<file path="src/rtl/mem_bus_arbiter.sv">
// Round-robin arbiter that shares one PicoRV32-style slave port among NUM_REQ requesters.
// A grant is held until the slave returns ready, the watchdog expires, or the owner withdraws its request.
module mem_bus_arbiter #(
   parameter int                    NUM_REQ        = 2,
   parameter int                    ADDR_WIDTH     = 32,
   parameter int                    DATA_WIDTH     = 32,
   parameter int                    TIMEOUT_CYCLES = 256,
   parameter logic [DATA_WIDTH-1:0] ERR_DATA       = DATA_WIDTH'(32'hDEAD_BEEF)
) (
   input  logic                              clk,
   input  logic                              reset,
   input  logic [NUM_REQ-1:0]                req_valid,
   output logic [NUM_REQ-1:0]                req_ready,
   input  logic [NUM_REQ*ADDR_WIDTH-1:0]     req_addr,
   input  logic [NUM_REQ*DATA_WIDTH-1:0]     req_wdata,
   input  logic [NUM_REQ*DATA_WIDTH/8-1:0]   req_wstrb,
   output logic [DATA_WIDTH-1:0]             req_rdata,
   output logic                              s_valid,
   output logic                              s_write,
   output logic [ADDR_WIDTH-1:0]             s_addr,
   output logic [DATA_WIDTH-1:0]             s_wdata,
   output logic [DATA_WIDTH/8-1:0]           s_wstrb,
   input  logic [DATA_WIDTH-1:0]             s_rdata,
   input  logic                              s_ready,
   output logic [$clog2(NUM_REQ)-1:0]        grant_id,
   output logic                              busy,
   output logic                              timeout_err
);

   localparam int          IdW       = $clog2(NUM_REQ);
   localparam int          StrbW     = DATA_WIDTH / 8;
   localparam bit          WdEnable  = (TIMEOUT_CYCLES != 0);
   localparam logic [31:0] WdLimit   = 32'(TIMEOUT_CYCLES - 1);
   localparam logic [IdW-1:0] LastId = IdW'(NUM_REQ - 1);

   typedef enum logic {
      IDLE,
      BUSY
   } arbState_t;

   arbState_t          state;
   arbState_t          nextState;
   logic [IdW-1:0]     lastPtr;
   logic [IdW-1:0]     pickId;
   logic [IdW-1:0]     candId;
   logic               pickFound;
   logic               grantValid;
   logic [ADDR_WIDTH-1:0] grantAddr;
   logic [DATA_WIDTH-1:0] grantWdata;
   logic [StrbW-1:0]   grantStrb;
   logic [31:0]        wdCount;
   logic               timeoutHit;

   // Scan upward from the requester after the last owner, wrapping at NUM_REQ,
   // so the previous winner is considered last.
   always_comb begin
      pickId    = '0;
      pickFound = 1'b0;
      candId    = lastPtr;
      for (int k = 0; k < NUM_REQ; k++) begin
         candId = (candId == LastId) ? '0 : candId + 1'b1;
         if (!pickFound && req_valid[candId]) begin
            pickFound = 1'b1;
            pickId    = candId;
         end
      end
   end

   // Select the granted requester's fields; a loop compare avoids multiplying grant_id.
   always_comb begin
      grantValid = 1'b0;
      grantAddr  = '0;
      grantWdata = '0;
      grantStrb  = '0;
      for (int i = 0; i < NUM_REQ; i++) begin
         if (grant_id == IdW'(i)) begin
            grantValid = req_valid[i];
            grantAddr  = req_addr[i*ADDR_WIDTH +: ADDR_WIDTH];
            grantWdata = req_wdata[i*DATA_WIDTH +: DATA_WIDTH];
            grantStrb  = req_wstrb[i*StrbW +: StrbW];
         end
      end
   end

   assign timeoutHit = WdEnable && (wdCount == WdLimit);
   assign busy       = (state == BUSY);

   // Next-state and output decode; in BUSY a withdrawn request beats s_ready, which beats the watchdog.
   always_comb begin
      nextState   = state;
      s_valid     = 1'b0;
      s_write     = 1'b0;
      s_addr      = '0;
      s_wdata     = '0;
      s_wstrb     = '0;
      req_ready   = '0;
      req_rdata   = '0;
      timeout_err = 1'b0;
      case (state)
         IDLE: begin
            if (pickFound) begin
               nextState = BUSY;
            end
         end
         BUSY: begin
            if (!grantValid) begin
               nextState = IDLE;
            end else if (s_ready) begin
               s_valid             = 1'b1;
               req_ready[grant_id] = 1'b1;
               req_rdata           = s_rdata;
               nextState           = IDLE;
            end else if (timeoutHit) begin
               req_ready[grant_id] = 1'b1;
               req_rdata           = ERR_DATA;
               timeout_err         = 1'b1;
               nextState           = IDLE;
            end else begin
               s_valid = 1'b1;
            end
         end
         default: begin
            nextState = IDLE;
         end
      endcase
      if (s_valid) begin
         s_addr  = grantAddr;
         s_wdata = grantWdata;
         s_wstrb = grantStrb;
         s_write = |grantStrb;
      end
   end

   // State, ownership and watchdog registers; the watchdog restarts on every new grant and saturates.
   always_ff @(posedge clk or posedge reset) begin
      if (reset) begin
         state    <= IDLE;
         grant_id <= '0;
         lastPtr  <= LastId;
         wdCount  <= '0;
      end else begin
         state <= nextState;
         if (state == IDLE && pickFound) begin
            grant_id <= pickId;
            lastPtr  <= pickId;
            wdCount  <= '0;
         end else if (state == BUSY && wdCount != '1) begin
            wdCount <= wdCount + 32'd1;
         end
      end
   end

endmodule

</file>
<file path="config.mk">
export PLATFORM = sky130hd
export DESIGN_NAME = mem_bus_arbiter
export DESIGN_NICKNAME = d
export VERILOG_FILES = /design/src/rtl/mem_bus_arbiter.sv
export SDC_FILE = /design/constraint.sdc
export NUM_CORES = 1
export LEC_CHECK = 0
export BUFFER_PORTS_ARGS = -buffer_cell sky130_fd_sc_hd__buf_2
export CELL_PAD_IN_SITES_DETAIL_PLACEMENT = 1
export CELL_PAD_IN_SITES_GLOBAL_PLACEMENT = 1
export CORE_MARGIN = 2
export CORE_UTILIZATION = 26
export DETAILED_ROUTE_END_ITERATION = 10
export PLACE_DENSITY = 0.93
export SLEW_MARGIN = 20
export SYNTH_ARGS = -nofsm -noshare
export SYNTH_HDL_FRONTEND = slang
export SYNTH_SLANG_ARGS = --single-unit
</file>
<file path="constraint.sdc">
create_clock -name clk -period 2.9 [get_ports clk]
set_input_delay 0.58 -clock clk [delete_from_list [all_inputs] [get_ports clk]]
set_output_delay 0.58 -clock clk [all_outputs]
set_load 0.05 [all_outputs]
</file>
==> run metrics <==
Worst Path Buf+Inv 2; placed cell areas 5220 um2; CP Cell Sequence ha_4 -> and4_1 -> nand2_4 -> nor3_4 -> buf_4 -> nor3b_2 -> buf_2; Skew-Pair Late Insertion Delay 0.29 ns; slowest CP cell dfrtp_2; IO Port Bufs 279; Min-Delay Path Class input port to async pin; fmax 0.347 GHz; I/O Pins 280; Synth Flop Type dfrtp_1; CP endpoint kind primary output; Final min period 2.89 ns; DR iter-0 viols 193; Seq/Total Area, Yosys 25.1%; number of clock sinks 35; Worst Max-Slew Pin Slew 0.830 ns; static leakage 3.11 nW; routed length per placed instance 21.3 um; Netlist cell types 49; Clock Tree Buf Depth 2; CP max stage delay approximately 0.43 ns; global route total overflow 0; Total GRT Usage 26.2%; drt pass-1 iters 4; top cell type's share of synthesized area 24.4%; first-pass GRT wire length 28400 um; cell area after layout 5580 um2; Post-synth EDFFs 0; Power Density ~900 nW/um2; CTS H-tree depth 2; Yosys reg bits 35; Reg area 883 um2; Clock Skew 0.00499 ns; final hold violation count 0; Antenna Nets Post-Route 0; hold_buf cts 0; Yosys top cell by area dfrtp_1; Mean Syn Cell Area 7.36 um2; Die ar. 14400 um2; largest net degree at the start of global routing 51; die width 120 um; fin nets 930; status finished clean; Mapped Cells 474; crit path launch type flop; Core Region 13200 um2; CP Data Required Time 2.32 ns; layout cell share with drive strength beyond 1 roughly half; placer's final routability congestion estimate 0.923; CTS clock-pin slew for the worst setup and hold paths roughly 0.050 ns; most frequent cells in the layout buf_2 (261), mux2i_1 (71), nor2_1 (62); Final Max Slew Viols 0; Die Y 120 um; Syn Nets 648; multi-input logic area 2480 um2; vias per inst about 5.2; Critical Path Fanout Max 6; asr flop ratio synth 100%; synth top area cells dfrtp_1 (24%), mux2i_1 (20%), nor2_1 (8.6%); Worst slew margin approximately 45%; Worst VDD drop 759 uV; total wire length 19900 um; initial antenna violation count 1; Layout area overhead 60.0%; vias in the first global route 4913; site row count 42; total clock buffers created by CTS 5; Mapped Area between 3000 and 4000 um2; total placed cells including tap cells 920; DP HPWL ~16000 um; DR DRC count 0; FILL cells 1702; Critical Path AT 2.31 ns; root buffer cell clkbuf_16; Ys Warns 0; fin cells between 900 and 1000; Crit Path Class flop to primary output; routed via count 4890; final setup vio count 0; fin crit share 99.5%; CTS tree done; Initial Util a little over a quarter; Crit path max-delay family simple AND/OR/NAND/NOR gates; most common cell after layout, fill and taps aside buf_2; Max-Cap Viols 0
==> repair_timing <==
action | 4_1_cts | 5_1_grt
resized for setup | 13 | 32
setup endpoints to repair | 97 | 96
cloned | 0 | 1
setup buffers | 1 | 3
pin swaps | 2 | 3
==> per-stage QoR <==
step	power, mW	setup TNS, ns	utilization (%)	hold slack (ns)	setup slack, ns
floorplan	3.25	-4.29	-	0.463	-0.209
global placement	4.20	0	39.6	0.476	0.0482
detailed placement	4.26	-2.64	39.6	0.507	-0.0835
CTS	4.90	0	41.2	0.451	0.00301
global route	5.21	-0.304	42.3	0.502	-0.0253
finish	5.01	0	42.3	0.424	0.0150
==> final timing paths <==
kind	start	to	slack [ns]	depth (start not counted)
worst min-delay path	reset	wdCount[18]	0.42	2
worst max-delay path	wdCount[0]	timeout_err	0.01	7
worst min register to register	lastPtr	lastPtr	0.53	2
worst max register to register	wdCount[0]	wdCount[12]	0.39	7
max in group asynchronous	reset	wdCount[17]	1.83	3
min in group clk	lastPtr	lastPtr	0.53	2
==> flip-flops by register name (all words and copies together), names as in the netlist <==
name / cells
grant_id: 1
wdCount: 32
busy: 1
lastPtr: 1
==> kinds of logic (layout without fill, tap and decap cells) <==
kind of cell / Yosys count / in the layout / synth area share [%]
buffers and inverters: 66 / 349 / 7.68
adder cells (fa/ha/maj): 1 / 1 / 0.359
multiplexers: 72 / 72 / 20.7
flip-flops: 35 / 35 / 25.1
AND/OR/NAND/NOR: 202 / 202 / 28.1
AO/OA/AOI/OAI: 98 / 98 / 18.0
other: 0 / 1 / 0
==> report_power, final <==
part	internal, mW	switching, mW	total, mW
Clock	0.366	0.217	0.583
Sequential	0.578	0.116	0.694
Combinational	1.08	2.66	3.74
Total	2.02	2.99	5.01
==> layer usage <==
metal	vias to the layer above	global-route usage (%)	share of wire (%)
met5	-	0	0
met3	54	4.75	5.1
li1	2267	-	-
met1	2376	28.9	36
met4	0	18.5	7.5
met2	193	45.3	51
==> area by class of cell <==
cell class | count | share of cell area [%]
Multi-Input combinational cell | 373 | 44.4
Timing Repair Buffer | 309 | 30.8
Sequential cell | 35 | 15.8
Tap cell | 176 | 3.95
Clock buffer | 8 | 2.80
Inverter | 32 | 2.15
Antenna cell | 1 | 0.0448
==> synthesized netlist by cell type, types with 2 or more instances <==
cell type	n
nor3_1	12
dfrtp_1	34
buf_4	3
a31o_2	3
inv_1	31
or4_1	4
o311ai_0	3
or3_1	3
o21bai_1	2
or4_2	2
o31a_1	2
and4_1	4
nand4_1	10
nand3_1	19
clkbuf_1	24
a21oi_1	38
mux2i_1	71
a31oi_1	16
nand2b_1	6
o21ai_0	10
a21o_1	8
buf_2	7
and2_1	8
and3_1	5
o31ai_1	4
or2_2	2
nor4_1	9
or3_2	3
a22oi_1	2
nand2_1	31
nor2_1	80
(Power assumes the default switching activity.)
